[src/rtl/clk_div_pkg.sv]
// Shared constants and helpers for the clock divider bank.
// Mode encoding and the high-phase length used by TOGGLE channels.
package clk_div_pkg;

   localparam logic MODE_TOGGLE = 1'b0;
   localparam logic MODE_PULSE  = 1'b1;

   // Cycles the TOGGLE output stays high in one period of length d.
   function automatic logic [31:0] half_ceil(input logic [31:0] d);
      return (d + 32'd1) >> 1;
   endfunction

endpackage

[src/rtl/clk_div_chan.sv]
// One divider channel: period counter, active/shadow configuration and
// registered clk_out/tick outputs. Configuration changes land only on a period boundary.
module clk_div_chan
   import clk_div_pkg::*;
#(
   parameter int DIV_W       = 8,
   parameter int DEFAULT_DIV = 2
) (
   input  logic             clk_in,
   input  logic             rst,
   input  logic             enable,
   input  logic             wr,
   input  logic [DIV_W-1:0] div_val,
   input  logic             mode_val,
   output logic             clk_out,
   output logic             tick,
   output logic             pending
);

   logic [DIV_W-1:0] cnt;
   logic [DIV_W-1:0] div_q;
   logic             mode_q;
   logic [DIV_W-1:0] shadow_div;
   logic             shadow_mode;

   logic             running;
   logic [DIV_W-1:0] last_cnt;
   logic             at_last;
   logic             boundary;
   logic             apply;
   logic [31:0]      high_len;
   logic             high_phase;

   always_comb begin
      running    = enable && (div_q != '0);
      // D-1 only evaluated for a non-zero divisor, so it never underflows.
      last_cnt   = running ? (div_q - {{(DIV_W-1){1'b0}}, 1'b1}) : '0;
      at_last    = running && (cnt == last_cnt);
      boundary   = !running || at_last;
      apply      = (pending || wr) && boundary;
      high_len   = half_ceil(32'(div_q));
      high_phase = 32'(cnt) < high_len;
   end

   // Configuration registers: a same-cycle write beats the stored shadow.
   always_ff @(posedge clk_in) begin
      if (rst) begin
         div_q       <= DIV_W'(DEFAULT_DIV);
         mode_q      <= MODE_TOGGLE;
         shadow_div  <= DIV_W'(DEFAULT_DIV);
         shadow_mode <= MODE_TOGGLE;
         pending     <= 1'b0;
      end else begin
         if (wr) begin
            shadow_div  <= div_val;
            shadow_mode <= mode_val;
         end
         if (apply) begin
            div_q   <= wr ? div_val  : shadow_div;
            mode_q  <= wr ? mode_val : shadow_mode;
            pending <= 1'b0;
         end else if (wr) begin
            pending <= 1'b1;
         end
      end
   end

   // Counter and outputs; outputs reflect the count held before this edge.
   always_ff @(posedge clk_in) begin
      if (rst) begin
         cnt     <= '0;
         clk_out <= 1'b0;
         tick    <= 1'b0;
      end else if (!running) begin
         cnt     <= '0;
         clk_out <= 1'b0;
         tick    <= 1'b0;
      end else begin
         cnt     <= (at_last || apply) ? '0 : cnt + {{(DIV_W-1){1'b0}}, 1'b1};
         tick    <= at_last;
         clk_out <= (mode_q == MODE_PULSE) ? at_last : high_phase;
      end
   end

endmodule

[src/rtl/clk_div_bank.sv]
// Bank of independent runtime-programmable clock dividers sharing one clock.
// Decodes the single configuration write port into per-channel strobes.
module clk_div_bank
   import clk_div_pkg::*;
#(
   parameter  int CHANNELS    = 4,
   parameter  int DIV_W       = 8,
   parameter  int DEFAULT_DIV = 2,
   localparam int SEL_W       = (CHANNELS > 1) ? $clog2(CHANNELS) : 1
) (
   input  logic                clk_in,
   input  logic                rst,
   input  logic [CHANNELS-1:0] enable,
   input  logic                div_wr,
   input  logic [SEL_W-1:0]    div_sel,
   input  logic [DIV_W-1:0]    div_val,
   input  logic                mode_val,
   output logic [CHANNELS-1:0] clk_out,
   output logic [CHANNELS-1:0] tick,
   output logic [CHANNELS-1:0] pending
);

   logic [CHANNELS-1:0] wr_hit;

   // Selects at or above CHANNELS match nothing, so such writes are dropped.
   always_comb begin
      wr_hit = '0;
      for (int i = 0; i < CHANNELS; i++) begin
         if (div_wr && (32'(div_sel) == 32'(i))) wr_hit[i] = 1'b1;
      end
   end

   for (genvar g = 0; g < CHANNELS; g++) begin : g_chan
      clk_div_chan #(
         .DIV_W       (DIV_W),
         .DEFAULT_DIV (DEFAULT_DIV)
      ) u_chan (
         .clk_in   (clk_in),
         .rst      (rst),
         .enable   (enable[g]),
         .wr       (wr_hit[g]),
         .div_val  (div_val),
         .mode_val (mode_val),
         .clk_out  (clk_out[g]),
         .tick     (tick[g]),
         .pending  (pending[g])
      );
   end

endmodule

[config.mk]
export PLATFORM = sky130hd
export DESIGN_NAME = clk_div_bank
export DESIGN_NICKNAME = d
export VERILOG_FILES = /design/src/rtl/clk_div_pkg.sv /design/src/rtl/clk_div_chan.sv /design/src/rtl/clk_div_bank.sv
export SDC_FILE = /design/constraint.sdc
export NUM_CORES = 1
export LEC_CHECK = 0
export ABC_AREA = 1
export CORE_MARGIN = 8
export CORE_UTILIZATION = 65
export DETAILED_ROUTE_END_ITERATION = 8
export GPL_TIMING_DRIVEN = 0
export PLACE_DENSITY = 0.85
export SYNTH_ARGS = -nofsm -noshare
export SYNTH_HDL_FRONTEND = slang
export SYNTH_HIERARCHICAL = 1
export SYNTH_SLANG_ARGS = --single-unit
[constraint.sdc]
create_clock -name clk_in -period 5.1 [get_ports clk_in]
set_input_delay 1.02 -clock clk_in [delete_from_list [all_inputs] [get_ports clk_in]]
set_output_delay 1.02 -clock clk_in [all_outputs]
set_load 0.03 [all_outputs]
# [Word level (Yosys, flattened, before mapping)]
# Cells that the tools add are included.
# Widths: inputs -> output; s select.
[word_totals] output_inout_bits=12 word_cells=128 in_bits=18 ff_bits=116
[classes] muxes=20 add_sub_neg=12 n_lt_le_gt_ge=4 n_eq_ne=7 bitwise_logic=4 reduce_logical=49
[op_table] operator="$lt 8x31->1" n=4
[op_table] operator="$mux 8" n=8
[op_table] operator="$add 8x1->9 const B" n=4
[op_table] operator="$add 8x1->8 const B" n=4
[op_table] operator="$eq 8x8->1" n=4
[op_table] operator="$reduce_bool 8->1" n=4
[op_table] operator="$sub 8x1->8 const B" n=4
[op_table] operator="$logic_and 1x1->1" n=16
[op_table] operator="$reduce_or 2->1" n=8
[op_table] operator="$logic_or 1x1->1" n=12
[op_table] operator="$mux 1" n=12
[op_table] operator="$reduce_or 3->1" n=4
[op_table] operator="$eq 2x2->1 const B" n=2
[op_table] operator="$logic_not 1->1" n=4
[op_table] operator="$not 1->1" n=4
[op_table] operator="$eq 2x1->1 const B" n=1
[op_table] operator="$logic_not 2->1" n=1

# [Longest topological paths before layout]
# Gate-level depths: netlist of run 1.
[depth] depth_word=9 ltp_mapped=17 ltp_nobuf=16

# [Modules after synthesis]
# The synthesis of run 1 kept the hierarchy.
[by_module_without_submodules] mod="clk_div_chan (g_chan[0].u_chan ...)" seq_area_each_um2=580.6 area_per_inst_um2=1806.7 instances=3 cells_each=255
[by_module_without_submodules] mod="clk_div_chan (g_chan[1].u_chan)" seq_area_each_um2=580.6 area_per_inst_um2=1788.0 instances=1 cells_each=253
[by_module_without_submodules] mod="clk_div_bank" seq_area_each_um2=0.0 area_per_inst_um2=30.0 instances=1 cells_each=8

# [Least setup slack after synthesis of run 1]
# No wires, ideal clock.
[synth_path] path_type="input-to-reg" start="in enable[1]" end="reg g_chan[1].u_chan.div_q[1]" stages=13 path_slack_ns=2.850 arrival_ns=2.117 cell_sequence="inv_1 > nor2_4 > buf_6 > nand3_1 > nand2_1 > nand3_2 > nor2_4 > nand2_4 > nand2_4 > buf_6 > nand2_1 > nand2_1 > nand3_1"
[synth_between] elab_chain_len=6 word_cells_on_any_way=7 cone_classes="1 x eq/ne; 1 x mux; 5 x reduce/logical"
[synth_rtl] item="from (decl)" line_no="clk_div_bank.sv:13" rtl="input logic [CHANNELS-1:0] enable,"
[synth_rtl] item="$logic_and 1x1->1 (*)" line_no="clk_div_chan.sv:35" rtl="running = enable && (div_q != '0);"
[synth_rtl] item="$mux 8" line_no="clk_div_chan.sv:37" rtl="last_cnt = running ? (div_q - {{(DIV_W-1){1'b0}}, 1'b1}) : '0;"
[synth_rtl] item="$eq 8x8->1" line_no="clk_div_chan.sv:38" rtl="at_last = running && (cnt == last_cnt);"
[synth_rtl] item="$logic_and 1x1->1" line_no="clk_div_chan.sv:38"
[synth_rtl] item="$logic_or 1x1->1 (*)" line_no="clk_div_chan.sv:39" rtl="boundary = !running || at_last;"
[synth_rtl] item="$logic_and 1x1->1 (*)" line_no="clk_div_chan.sv:40" rtl="apply = (pending || wr) && boundary;"
[synth_rtl] item="to (signal assigned)" line_no="clk_div_chan.sv:48" rtl="div_q <= DIV_W'(DEFAULT_DIV);"
[synth_rtl] item="to (signal assigned)" line_no="clk_div_chan.sv:59" rtl="div_q <= wr ? div_val : shadow_div;"
[synth_rtl] item="to (decl)" line_no="clk_div_chan.sv:21" rtl="logic [DIV_W-1:0] div_q;"
# Mark *: on every way between the ends. The rest lies on a longest branch, timed or not.
# A chain may end at the register's enable or synchronous reset.

# [Final worst setup path of run 1]
[layout_path] start="reg g_chan[3].u_chan.pending" end="out pending[3]"
[layout_rtl] item="from (decl)" line_no="clk_div_chan.sv:17" rtl="output logic pending"
[layout_rtl] item="from (signal assigned)" line_no="clk_div_chan.sv:52" rtl="pending <= 1'b0;"
[layout_rtl] item="from (signal assigned)" line_no="clk_div_chan.sv:61" rtl="pending <= 1'b0;"
[layout_rtl] item="from (signal assigned)" line_no="clk_div_chan.sv:63" rtl="pending <= 1'b1;"
[layout_rtl] item="to (decl)" line_no="clk_div_bank.sv:20" rtl="output logic [CHANNELS-1:0] pending"
# No word-level cell between the ends.

==> results of run 1 <==
flip-flops by register name, summed over array words and instances, names as in the netlist:
register and flops:
g_chan.u_chan/clk_out 4, g_chan.u_chan/cnt 32, g_chan.u_chan/div_q 32, g_chan.u_chan/mode_q 4, g_chan.u_chan/pending 4, g_chan.u_chan/shadow_div 32, g_chan.u_chan/shadow_mode 4, g_chan.u_chan/tick 4
stage by stage:
step	hold WS, ns	std cells	util, %	instance area, um^2
6_report	0.451	1225	75.8	8220
3_5_place_dp	0.443	1195	71.1	7700
3_3_place_gp	0.434	1195	71.1	7700
2_1_floorplan	0.424	1026	-	7240
5_1_grt	0.488	1225	75.8	8220
4_1_cts	0.456	1225	75.8	8220
synthesized netlist by cell type, drive strengths merged:
cell     number
nor4          3
ha           40
nand3       125
xor2         37
nand2       232
clkbuf       13
nand4        13
clkinv        5
nor2        175
a21oi        40
dfxtp       116
nor3         18
a211o         1
xnor2         8
o21ai        20
mux2i        32
o211ai        7
buf          21
inv         117
a2111oi       3
report_power, final:
group          internal [mW]  switching [mW]
logic                  0.218           0.357
clock network          0.623           0.406
registers              0.953          0.0355
total                   1.79           0.799
placed cells by master (no fill, tap or decap), types with 2 or more instances in the layout:
cell type	Yosys	final
nor4_1	3	3
nand3_1	120	120
o21ai_0	16	16
clkinv_2	0	7
nor3_1	17	17
buf_12	3	3
dfxtp_1	116	116
nand2_4	5	5
o211ai_1	7	7
nand2_1	217	217
xnor2_1	8	8
nand2_2	10	10
inv_1	117	117
clkdlybuf4s50_1	0	29
xor2_1	37	37
nor2_2	10	10
mux2i_1	32	32
nand4_1	13	13
buf_4	3	3
nor2_1	157	157
a21oi_2	24	24
a21oi_1	16	16
o21ai_1	4	4
clkbuf_1	13	13
buf_2	9	9
clkbuf_16	0	16
clkinv_4	0	2
ha_1	40	40
nor2_4	8	8
buf_6	6	6
clkbuf_8	0	4
nand3_2	5	5
clkinv_1	5	5
a2111oi_0	3	3
layout make-up:
cell class / count / area (um^2) / area share (%)
multi-input combinational: 754 / 4210 / 51.3
sequential: 116 / 2320 / 28.3
inverter: 122 / 458 / 5.57
clock buffer: 20 / 455 / 5.54
timing repair buffer: 29 / 290 / 3.53
buffer: 34 / 244 / 2.97
tap: 140 / 175 / 2.13
clock inverter: 10 / 60.1 / 0.731
routing by layer:
metal / part of all wire (%) / global-route usage, %
met4: 1.6 / 7.25
met5: 0 / 0
met2: 46 / 36.2
met1: 47 / 27.4
met3: 5.0 / 6.10
path summary, 6_finish.rpt:
| kind | slack, ns | to | cells past startpoint | from |
|---|---|---|---|---|
| worst max-delay path | 2.52 | pending[3] | 1 | g_chan[3].u_chan/pending |
| worst min-delay path | 0.45 | g_chan[2].u_chan/shadow_div[1] | 2 | g_chan[2].u_chan/shadow_div[1] |
| worst max register to register | 2.75 | g_chan[3].u_chan/div_q[1] | 16 | g_chan[3].u_chan/div_q[0] |
| worst min register to register | 0.45 | g_chan[2].u_chan/shadow_div[1] | 2 | g_chan[2].u_chan/shadow_div[1] |
kinds of logic (layout without fill, tap and decap cells):
group / Yosys count / count (layout) / share of synthesized area [%]
mux: 32 / 32 / 4.43
flops: 116 / 116 / 32.1
buf+inv: 156 / 215 / 9.70
compound gates: 71 / 71 / 6.60
xor+xnor: 45 / 45 / 5.45
simple gates: 566 / 566 / 34.8
fa+ha+maj: 40 / 40 / 6.91
==> summary.txt, run 1 <==
share of cells above drive strength 1: 10.5%
syn_nets: 1084
setup bufs post-CTS: 0
vias in the first global route: 6133
final period utilization: 50.6%
Total Wirelength: 15700 um
via count: 6601
largest net degree at the start of global routing: 17
delay-heaviest family, CP: buffers and inverters
sum of negative setup slack: 0 ns
WL/cell: 12.8 um
die width: 122 um
leakage power: 3.57 nW
CTS resizes: 0
Core Area: 10800 um^2
mapped cell area: 7240 um^2
clock-pin transition on the worst setup and hold timing paths: 0.06 ns
critical path's slowest cell: clkdlybuf4s50_1
Die Y: 122 um
CP required: 4.08 ns
Synth area leader: dfxtp_1
TritonCTS clock tree: done
power per cell area: 315 nW/um^2
Ports: 30
drc violations: 0
Hold WC Path Type: reg -> reg
crit end category: output port
fmax: 0.387 GHz
CTS Buf Count: 17
final setup vio count: 0
CTS Sinks: 116
Setup WS pre-CTS: 2.10 ns
H-tree depth: 4
Overall Global Routing Usage: 22.1%
register bit count reported by yosys: 116
initial antenna violation count: 0
critical path type: reg -> out
share of the synthesized area in the top cell type: 32.1%
post-route ant nets: 0
cts hold-fix bufs: 0
Mean Syn Cell Area: 7.05 um^2
YS warnings: 6
Hold Vio Cnt, Final: 0
Core Rows: 38
top cells by area, synth: dfxtp_1 32%, nand2_1 11%, nand3_1 8.3%
Worst slew margin: 54.5%
total grt overflow: 0
worst slew pin tran: 0.683 ns
crit path DAT: 1.56 ns
1st-iter DRT viols: 489
unrepaired setup endpoints after global routing: no
area grow syn2layout: 13.6%
post-layout min period: 2.58 ns
Worst Skew: 0.00627 ns
sequential area share after synthesis: 32.1%
crit-path max FO: 2
hpwl dp: 11800 um
Worst IR Drop VDD: 0.236 mV
GPL Wtd Cong: 0.902
Final Power: 2.59 mW
status: completed
clock tree buffer depth: 2
root buffer cell: clkbuf_8
Initial Util: 66.8%
largest incremental delay on the critical path: 0.68 ns
Max Cap Viol: 0
Critical Path Start Type: register
Fill cells: 833
vias per inst: 5.39
Die Area: 14800 um^2
1st-pass router iterations: 6
critical-path cell list: clkdlybuf4s50_1
setup ws final: 2.52 ns
post-synth cell types: 31
Diodes inserted: 0
PortBufs: 29
Post-Synthesis Cells: 1026
Pins Over Slew Limit: 0
clock insertion delay at the later pin of the skew report: 0.53 ns
Buf/Inv on CP: 1
fin nets: 1132
first-pass GRT wire length: 26700 um
Note: power is estimated with default switching activity, not from simulation.
==> run 2, diff against run 1 <==
CORE_UTILIZATION = 62   (was 65)
PLACE_DENSITY = 0.81   (was 0.85)
clock period = 2.4 ns   (was 5.1 ns; I/O delays follow)
==> summary.txt, run 2 (same netlist as run 1, synthesis figures left out) <==
status: completed
biggest regs: g_chan.u_chan/cnt (32), g_chan.u_chan/div_q (32), g_chan.u_chan/shadow_div (32)
drc violations: 0
clock tree buffer depth: 2
TritonCTS clock tree: done
WL met3: 768 um
routed wl met2: 7240 um
vias in the first global route: 6010
final period utilization: 93.6%
area grow syn2layout: 15.7%
vias per inst: 5.35
Worst Skew: 0.00546 ns
Hold WC Path Type: reg -> reg
Die Y: 124 um
fin nets: 1134
Diodes inserted: 0
critical-path cell list: inv_1, ha_2, nand2_2, nor2_4, nor2_4, buf_6, nand3_1, nand2_1, nand2_1, nor2_2, nand2_2, nand2_4, buf_12, nand2_1, nand2_1, nand3_1
hpwl dp: 11600 um
post-layout min period: 2.25 ns
Hold Worst Slack: 0.454 ns
fin util: 73.3%
uppermost layer routed: met4
Overall Global Routing Usage: 21.8%
post-route ant nets: 0
min-delay src: g_chan[0].u_chan/shadow_div[1]
worst slew pin tran: 0.643 ns
crit end category: register
Hold Vio Cnt, Final: 0
clock insertion delay at the later pin of the skew report: 0.42 ns
CTS Buf Count: 17
Ports: 30
r2r startpoint: g_chan[3].u_chan/div_q[1]
most common cell after layout, fill and taps aside: nand2_1
critical path's slowest cell: dfxtp_1
power per cell area: 703 nW/um^2
clock-pin transition on the worst setup and hold timing paths: 0.06 ns
root buffer cell: clkbuf_16
CP startpoint: g_chan[3].u_chan/div_q[1]
Worst slew margin: 57.1%
Core Rows: 39
cts hold-fix bufs: 0
largest net degree at the start of global routing: 17
share of cells above drive strength 1: 11.8%
delay-heaviest family, CP: simple AND/OR/NAND/NOR gates
M1 WL: 7590 um
via count: 6589
critical path depth in cells: 16
Die Area: 15400 um^2
CTS Sinks: 116
PortBufs: 29
Fill cells: 944
initial antenna violation count: 0
crit path DAT: 2.54 ns
Initial Util: 63.4%
Worst R2R Path Depth: 16
largest incremental delay on the critical path: 0.37 ns
first-pass GRT wire length: 26700 um
total grt overflow: 0
Buf/Inv on CP: 3
Max Cap Viol: 0
hold depth: 2
WL/cell: 13.0 um
crit-path max FO: 10
Critical Path Start Type: register
Worst IR Drop VDD: 0.517 mV
most used cell, CP: nand2_1
final setup vio count: 0
leakage power: 3.61 nW
Total Wirelength: 16000 um
Core Area: 11400 um^2
1st-pass router iterations: 5
unrepaired setup endpoints after global routing: yes
CP required: 2.69 ns
GPL Wtd Cong: 0.902
critical path type: reg -> reg
commonest cells after routing, fill and taps aside: 217 x nand2_1, 157 x nor2_1, 119 x nand3_1
die width: 124 um
fmax: 0.445 GHz
H-tree depth: 4
1st-iter DRT viols: 540
Pins Over Slew Limit: 0
==> run 2: cell count changes in the layout (fill, tap and decap cells not counted), moves of 2 or more <==
cell and delta:
buf_4 +2, dfxtp_1 -4, clkinvlp_4 +2, clkbuf_8 -4, ha_1 -4, bufinv_16 +3, dfxtp_2 +4, clkinv_2 -3
nor4_2 +2, ha_4 +2, clkbuf_1 +2, ha_2 +2, nor4_1 -2
==> run 2: layout make-up <==
class | count | area [um^2] | area share [%]
multi-input cells | 754 | 4260 | 50.9
inverters | 122 | 458 | 5.47
clock buffers | 19 | 433 | 5.17
flip-flops and latches | 116 | 2330 | 27.8
plain buffers | 34 | 248 | 2.96
well taps | 143 | 179 | 2.14
repair buffers | 31 | 305 | 3.65
clock inverters | 13 | 159 | 1.90
==> run 2: what timing repair did <==
action | CTS | global route
setup buffers | 0 | 2
pin swaps | 0 | 2
setup endpoints to repair | 1 | 65
resized for setup | 1 | 15
==> run 2: per-layer routing <==
metal | vias to the layer above | global-route usage [%]
met5 | - | 0
met4 | 0 | 10.3
met3 | 36 | 5.76
met2 | 157 | 33.6
met1 | 2992 | 27.9
li1 | 3404 | -
==> run 2: report_power, final <==
group	internal, mW	switching [mW]	total, mW	leakage, nW
Clock	1.63	0.909	2.53	0.283
Sequential	2.03	0.0762	2.10	0.945
Combinational	0.474	0.775	1.25	2.38
Total	4.12	1.76	5.89	3.61
==> run 2: tightest hold or removal path, stage by stage, from the launching register on <==
cell and delay, ns:
dfxtp_1 0.30, nand2_1 0.06, nand3_1 0.06
==> run 2: path summary, 6_finish.rpt <==
path | end | slack (ns)
worst min register to register | g_chan[0].u_chan/shadow_div[1] | 0.45
worst max-delay path | g_chan[3].u_chan/div_q[1] | 0.15
worst max register to register | g_chan[3].u_chan/div_q[1] | 0.15
worst min-delay path | g_chan[0].u_chan/shadow_div[1] | 0.45
==> run 2: stage by stage <==
step	total power, mW	setup TNS [ns]	cells	area (um^2)	worst slack [ns]
finish	5.89	0	1232	8370	0.153
floorplan	3.07	0	1026	7240	0.357
global route	6.18	-0.00924	1232	8370	-0.00924
global placement	3.32	-0.149	1198	7710	-0.0330
detailed placement	3.34	-0.614	1198	7710	-0.0646
CTS	5.90	0	1230	8300	0.0105
